==> config.mk <==
export PLATFORM = sky130hd
export DESIGN_NAME = input_conditioner
export DESIGN_NICKNAME = d
export VERILOG_FILES = /design/src/rtl/io_pkg.sv /design/src/rtl/debounce_bit.sv /design/src/rtl/input_conditioner.sv
export SDC_FILE = /design/constraint.sdc
export NUM_CORES = 1
export LEC_CHECK = 0
export ABC_AREA = 1
export ABC_CLOCK_PERIOD_IN_PS = 4500
export BUFFER_PORTS_ARGS = -buffer_cell sky130_fd_sc_hd__buf_2
export CELL_PAD_IN_SITES_DETAIL_PLACEMENT = 1
export CELL_PAD_IN_SITES_GLOBAL_PLACEMENT = 1
export CORE_MARGIN = 2
export CORE_UTILIZATION = 38
export DETAILED_ROUTE_END_ITERATION = 8
export GPL_ROUTABILITY_DRIVEN = 0
export PLACE_DENSITY_LB_ADDON = 0.1
export SLEW_MARGIN = 20
export SYNTH_ARGS = -nofsm -noshare
export SYNTH_HDL_FRONTEND = slang
export SYNTH_HIERARCHICAL = 1
export SYNTH_SLANG_ARGS = --single-unit
==> constraint.sdc <==
create_clock -name clk -period 4.5 [get_ports clk]
set_clock_uncertainty 0.1 [all_clocks]
set_input_delay 1.125 -clock clk [delete_from_list [all_inputs] [get_ports clk]]
set_output_delay 1.125 -clock clk [all_outputs]
set_load 0.02 [all_outputs]
==> src/rtl/io_pkg.sv <==
// Shared definitions for the pad input conditioning path.
package io_pkg;

  // Per-channel debounce state.
  typedef enum logic {
    STABLE  = 1'b0,
    PENDING = 1'b1
  } db_state_e;

  // Default qualification time in clock cycles (10 ms at 50 MHz).
  localparam int unsigned DEBOUNCE_CYCLES_DEFAULT = 500000;

endpackage

==> src/rtl/debounce_bit.sv <==
// One push-button channel: two-flop synchroniser, polarity fix-up,
// debounce FSM with qualification counter, and a press strobe.
module debounce_bit
  import io_pkg::*;
#(
  parameter int unsigned DEBOUNCE_CYCLES = DEBOUNCE_CYCLES_DEFAULT,
  parameter bit          ACTIVE_LOW      = 1'b1
) (
  input  logic clk,
  input  logic rst,
  input  logic raw,
  output logic level,
  output logic pulse
);

  localparam int unsigned    CW   = $clog2(DEBOUNCE_CYCLES);
  localparam logic [CW-1:0]  LAST = CW'(DEBOUNCE_CYCLES - 1);
  localparam logic           IDLE = ACTIVE_LOW;

  logic [1:0]    sync;
  logic          pressed;
  db_state_e     state;
  logic [CW-1:0] cnt;
  logic [1:0]    qual;
  logic          armed;

  // Synchronise the pad; reset to the unpressed pad level.
  always_ff @(posedge clk or negedge rst) begin
    if (!rst) begin
      sync <= {2{IDLE}};
    end else begin
      sync <= {sync[0], raw};
    end
  end

  assign pressed = ACTIVE_LOW ? ~sync[1] : sync[1];

  // Debounce FSM. A press may only start qualifying once a genuinely
  // sampled release has been seen since reset (qual marks the synchroniser
  // as flushed), so a button held through reset never produces a pulse.
  always_ff @(posedge clk or negedge rst) begin
    if (!rst) begin
      state <= STABLE;
      cnt   <= '0;
      level <= 1'b0;
      pulse <= 1'b0;
      qual  <= '0;
      armed <= 1'b0;
    end else begin
      pulse <= 1'b0;
      qual  <= {qual[0], 1'b1};
      if (qual[1] && !pressed) begin
        armed <= 1'b1;
      end
      case (state)
        STABLE: begin
          cnt <= '0;
          if ((pressed != level) && (level || armed)) begin
            state <= PENDING;
            cnt   <= CW'(1);
          end
        end
        PENDING: begin
          if (pressed == level) begin
            state <= STABLE;
            cnt   <= '0;
          end else if (cnt == LAST) begin
            level <= pressed;
            pulse <= pressed;
            state <= STABLE;
            cnt   <= '0;
          end else begin
            cnt <= cnt + CW'(1);
          end
        end
        default: begin
          state <= STABLE;
          cnt   <= '0;
        end
      endcase
    end
  end

endmodule

==> src/rtl/input_conditioner.sv <==
// Conditions board pad inputs for the CPU: per-button debounce with press
// strobes, and a vector-wide debounce for the slide switches.
module input_conditioner
  import io_pkg::*;
#(
  parameter int unsigned N_BUTTONS         = 2,
  parameter int unsigned N_SWITCHES        = 10,
  parameter int unsigned DEBOUNCE_CYCLES   = DEBOUNCE_CYCLES_DEFAULT,
  parameter bit          BUTTON_ACTIVE_LOW = 1'b1
) (
  input  logic                  clk,
  input  logic                  rst,
  input  logic [N_BUTTONS-1:0]  buttons_raw,
  input  logic [N_SWITCHES-1:0] switches_raw,
  output logic [N_BUTTONS-1:0]  buttons_level,
  output logic [N_BUTTONS-1:0]  buttons_pulse,
  output logic [N_SWITCHES-1:0] switches_stable
);

  localparam int unsigned   CW      = $clog2(DEBOUNCE_CYCLES);
  localparam logic [CW-1:0] LAST    = CW'(DEBOUNCE_CYCLES - 1);
  localparam logic [CW-1:0] LOAD_AT = CW'(DEBOUNCE_CYCLES - 2);

  for (genvar i = 0; i < N_BUTTONS; i++) begin : g_btn
    debounce_bit #(
      .DEBOUNCE_CYCLES (DEBOUNCE_CYCLES),
      .ACTIVE_LOW      (BUTTON_ACTIVE_LOW)
    ) u_debounce (
      .clk   (clk),
      .rst   (rst),
      .raw   (buttons_raw[i]),
      .level (buttons_level[i]),
      .pulse (buttons_pulse[i])
    );
  end

  logic [N_SWITCHES-1:0] sw_meta;
  logic [N_SWITCHES-1:0] sw_sync;
  logic [N_SWITCHES-1:0] sw_prev;
  logic [CW-1:0]         sw_cnt;
  logic                  sw_changed;

  assign sw_changed = (sw_sync != sw_prev);

  // Switch vector: synchronise, count unchanged cycles, load when qualified.
  // sw_cnt holds the run of unchanged comparisons before this edge, so the
  // vector is loaded once it has been constant for DEBOUNCE_CYCLES cycles.
  always_ff @(posedge clk or negedge rst) begin
    if (!rst) begin
      sw_meta         <= '0;
      sw_sync         <= '0;
      sw_prev         <= '0;
      sw_cnt          <= '0;
      switches_stable <= '0;
    end else begin
      sw_meta <= switches_raw;
      sw_sync <= sw_meta;
      sw_prev <= sw_sync;
      if (sw_changed) begin
        sw_cnt <= '0;
      end else begin
        if (sw_cnt != LAST) begin
          sw_cnt <= sw_cnt + CW'(1);
        end
        if (sw_cnt >= LOAD_AT) begin
          switches_stable <= sw_sync;
        end
      end
    end
  end

endmodule

-- After elaboration in Yosys (flattened, before gate mapping)
Index checks and enable logic that the tools add are counted.
- flip-flop bits (word level): 113
- output and inout bits: 14
- input port bits: 14
- word-level logic and storage cells: 72
- equality and inequality tests: 8
- muxes and demuxes: 24
- bitwise gates (word level): 7
- reduce and logical (&&, ||, !) cells: 10
- $lt $le $gt $ge: 1
- $add $sub $neg: 3
- operators with widths (kind ; number):
    $mux W19 ; 6
    $pmux W19 S2 ; 2
    $add A19 B1 Y19 const B ; 3
    $eq A19 B19 Y1 const B ; 2
    $ge A19 B19 Y1 const B ; 1
    $ne A19 B19 Y1 const B ; 1
    $mux W1 ; 14
    $ne A10 B10 Y1 ; 1
    $not A1 Y1 ; 7
    $reduce_and A3 Y1 ; 2
    $logic_and A1 B1 Y1 ; 4
    $pmux W1 S2 ; 2
    $eq A1 B1 Y1 ; 2
    $logic_or A1 B1 Y1 ; 2
    $ne A1 B1 Y1 ; 2
    $reduce_and A2 Y1 ; 1
    $reduce_bool A2 Y1 ; 1

-- Depth between registers and ports, before layout
- depth in word-level cells: 5
- depth in mapped cells: 11
- mapped depth without buffers: 11

-- Hierarchy
The synthesis kept the hierarchy.
- modules (own cells, without submodules) (module ; cells an instance ; area each (um^2) ; times used ; seq. area each (um^2)):
    debounce_bit ; 183 ; 1473.9 ; 2 ; 678.2
    input_conditioner ; 297 ; 2605.0 ; 1 ; 1476.4

-- Worst setup path after synthesis
Ideal clock, no wire load.
- path kind: reg-to-output
- start point: register g_btn[0].u_debounce.level
- end point: output buttons_level[0]
- arrival: 0.446 ns
- stages on the path, launching flop included: 1
- required time: 3.275 ns
- slack: 2.829 ns
- path through: dfrtp_1
- RTL lines (what ; RTL line ; source):
    start, declared ; debounce_bit.sv:12 ; output logic level,
    start signal, assigned ; debounce_bit.sv:68 ; level <= pressed;
    end, declared ; input_conditioner.sv:15 ; output logic [N_BUTTONS-1:0] buttons_level,
No word-level cell between the ends.

-- Final worst setup path
- start point: register g_btn[1].u_debounce.level
- end point: output buttons_level[1]
- RTL lines (what ; RTL line):
    start, declared ; debounce_bit.sv:12
    start signal, assigned ; debounce_bit.sv:68
No word-level cell between the ends.

==> impl_metrics.csv <==
group,metric,value,unit
clock_tree,clkSinkCount,113,
floorplanning,fp.dieH,124.9,um
run_status,run_status,"finished, final reports clean",
worst_setup_path,critPathRequiredTime,3270,ps
floorplanning,die_w,124.9,um
clock_tree,post-cts-setup-buffers,0,
route,wire_per_inst,14.08,um
timing,finalCritPeriodShare,0.4902,
logic_synthesis,synth_edf_count,0,
route,drc,0,
cells_and_area,regArea,0.002833,mm^2
global_route,gr-usage-all-layers,0.1792,
timing,rsz0062_at_grt,"no",
global_route,grt_pass1_wl,22.54,mm
logic_synthesis,synth_most_common_cell,"nand2_1",
logic_synthesis,synth_area_leaders,"dfrtp_1 (49%), nand2_1 (11%), nor2_1 (6.4%)",
logic_synthesis,syn_area,0.005553,mm^2
worst_setup_path,rrSetupSlack,2340,ps
timing,whs,243.8,ps
clock_tree,h-tree-depth,4,
logic_synthesis,yosysUniqueCellTypes,32,
clock_tree,cts_made_buffers,17,
route,postRouteWirelength,12.72,mm
clock_tree,clockRootBuffer,"clkbuf_16",
logic_synthesis,async_flop_share,1.000,
worst_setup_path,arrival,980,ps
clock_tree,holdBufCountCts,0,
timing,worstMarginPinSlew,746.0,ps
timing,max_slew_margin,0.5027,
timing,setup_viol,0,
pwr,peakVddDrop,0.2267,mV
global_route,gr-total-overflow,0,
worst_setup_path,path_cells,"buf_2",
place,place_area,0.005862,mm^2
timing,maxSlewViolCount,0,
logic_synthesis,synth_ff_type,"dfrtp_1",
worst_setup_path,cp-end-kind,"output port",
clock_tree,cts_tree,"built",
pwr,p_per_area,390.1,mW/mm^2
logic_synthesis,synthesis.nets,681,
logic_synthesis,synth-seq-cells,113,
logic_synthesis,syn_avg_cell_area,8.375,um^2
logic_synthesis,synth-seq-area-share,0.5101,
worst_setup_path,cpMaxStageDelayCell,"dfrtp_1",
route,routed_via_density,4.773,
flow_run,drv_cap,0,
place,dp_hpwl,9.270,mm
cells_and_area,post-route-cell-area,0.006472,mm^2
logic_synthesis,synth_top_area_frac,0.4912,
pwr,p_leak,2.958,nW
timing,fmax,0.4533,GHz
clock_tree,cts_resized,0,
floorplanning,initial_core_util,0.3850,
cells_and_area,multi_input_area,0.002320,mm^2
pwr,p_total,2.525,mW
global_route,grt_pass1_vias,4741,
worst_hold_path,hp-class,"flop to flop",
timing,fin_setup_tns,0,ps
worst_setup_path,crit_buf_inv,1,
floorplanning,boundaryPins,28,
floorplanning,fp.dieArea,0.01560,mm^2
cells_and_area,n_fill_cell,1744,
logic_synthesis,post-synth-top-area-cell,"dfrtp_1",
floorplanning,design.core.area,0.01442,mm^2
worst_setup_path,crit_family,"flip-flops",
worst_setup_path,max_stage_delay,400,ps
route,drtIter0Drc,155,
route,drtAntennaViolNets,0,
global_route,grt_max_degree,59,
clock_tree,clockBufferDepth,2,
logic_synthesis,synth_commonest_cells,"nand2_1 (159), dfrtp_1 (109), nor2_1 (94), inv_1 (73), nand3_1 (48)",
timing,min_period,2206,ps
logic_synthesis,syn_inst,663,
worst_setup_path,critPathMaxFanout,3,
floorplanning,num_rows,44,
cells_and_area,fin_nets,724,
cells_and_area,drive_gt1_frac,0.2100,
global_route,antenna_found_initial,0,
clock_tree,clk_latency,410,ps
route,vias,4310,
cells_and_area,syn2layout_area_growth,16.56,%
logic_synthesis,synth_warnings,6,
worst_setup_path,critPathLaunchType,"flop",
route,dr.pass1.iters,4,
timing,hold_viol_final,0,
worst_setup_path,path_class,"flop to output port",
cells_and_area,diodes,0,
clock_tree,clkTransAtPathRegs,60,ps
place,port_buffers,27,
metal layers:
layer | vias up | track usage | routed length, um
met1 | 2116 | 0.2246 | 5968
met3 | 9 | 0.05284 | 291
met4 | 0 | 0.04706 | 108
met5 | - | 0 | 0
li1 | 2147 | - | -
met2 | 38 | 0.3038 | 6347
cell usage in the layout, fill, tap and decap left out, types with 5 or more instances in the layout:
master	Yosys	final
nand3_2	5	5
nor2_4	9	9
clkbuf_16	0	17
nand2_1	159	159
nand4_1	11	11
inv_1	73	73
nor2_1	94	94
xnor2_1	6	6
nand3_1	48	48
dfrtp_1	109	109
nor2_2	29	29
a21oi_1	13	13
nand2_2	16	16
nor3_1	11	11
a21oi_2	5	5
buf_2	0	26
o21ai_0	10	10
xor2_1	17	17
inv_2	12	12
worst paths after layout:
path / from / to / cells after the start
worst max-delay path: g_btn[1].u_debounce/level / buttons_level[1] / 1
worst min-delay path: sw_meta[8] / sw_sync[8] / 0
worst max register to register: sw_sync[1] / switches_stable[5] / 8
worst min register to register: sw_meta[8] / sw_sync[8] / 0
max in group asynchronous: rst / g_btn[0].u_debounce/sync[0] / 2
min in group asynchronous: rst / sw_cnt[0] / 1
kinds of logic (layout without fill, tap and decap cells):
| kind of cell | Yosys count | count (layout) | share of synthesized area |
|---|---|---|---|
| adders and majority gates | 4 | 4 | 0.009013 |
| xor gates and xnor gates | 23 | 23 | 0.03628 |
| DFF | 113 | 113 | 0.5101 |
| and+or+nand+nor | 399 | 399 | 0.3407 |
| buffers and inverters | 92 | 148 | 0.07210 |
| other | 2 | 2 | 0.001352 |
| AOI/OAI and AO/OA | 30 | 30 | 0.03042 |
layout make-up:
type                       count  share of cell area
clock buffer                  17             0.06573
sequential                   113              0.4377
multi-input combinational    458              0.3584
tap                          184             0.03557
inverter                      87             0.05045
clock inverter                15             0.02861
timing repair buffer          29             0.02358
power by group:
| part | switching (mW) | internal [mW] |
|---|---|---|
| Clock | 0.501 | 0.876 |
| Sequential | 0.0163 | 1.04 |
| Combinational | 0.0631 | 0.0236 |
state kept, by name, summed over array words and instances, names as in the netlist:
register,flops
g_btn.u_debounce/armed,2
g_btn.u_debounce/cnt,38
g_btn.u_debounce/level,2
g_btn.u_debounce/pulse,2
g_btn.u_debounce/qual,4
g_btn.u_debounce/state,2
g_btn.u_debounce/sync,4
sw_cnt,19
sw_meta,10
sw_prev,10
sw_sync,10
switches_stable,10
stage by stage:
stage | std cells | util | setup WS [ps]
6_report | 903 | 0.4487 | 2294
5_1_grt | 903 | 0.4487 | 2109
4_1_cts | 903 | 0.4487 | 2271
3_5_place_dp | 871 | 0.4064 | 2194
3_3_place_gp | 871 | 0.4064 | 2239
2_1_floorplan | 663 | - | 2829
worst reg2reg max path: cells and delay by family, from the launching register on:
kind             cells  cell delay [ps]
flip-flops           1              410
AND/OR/NAND/NOR      8             1540
Note: power is estimated with default switching activity, not from simulation.
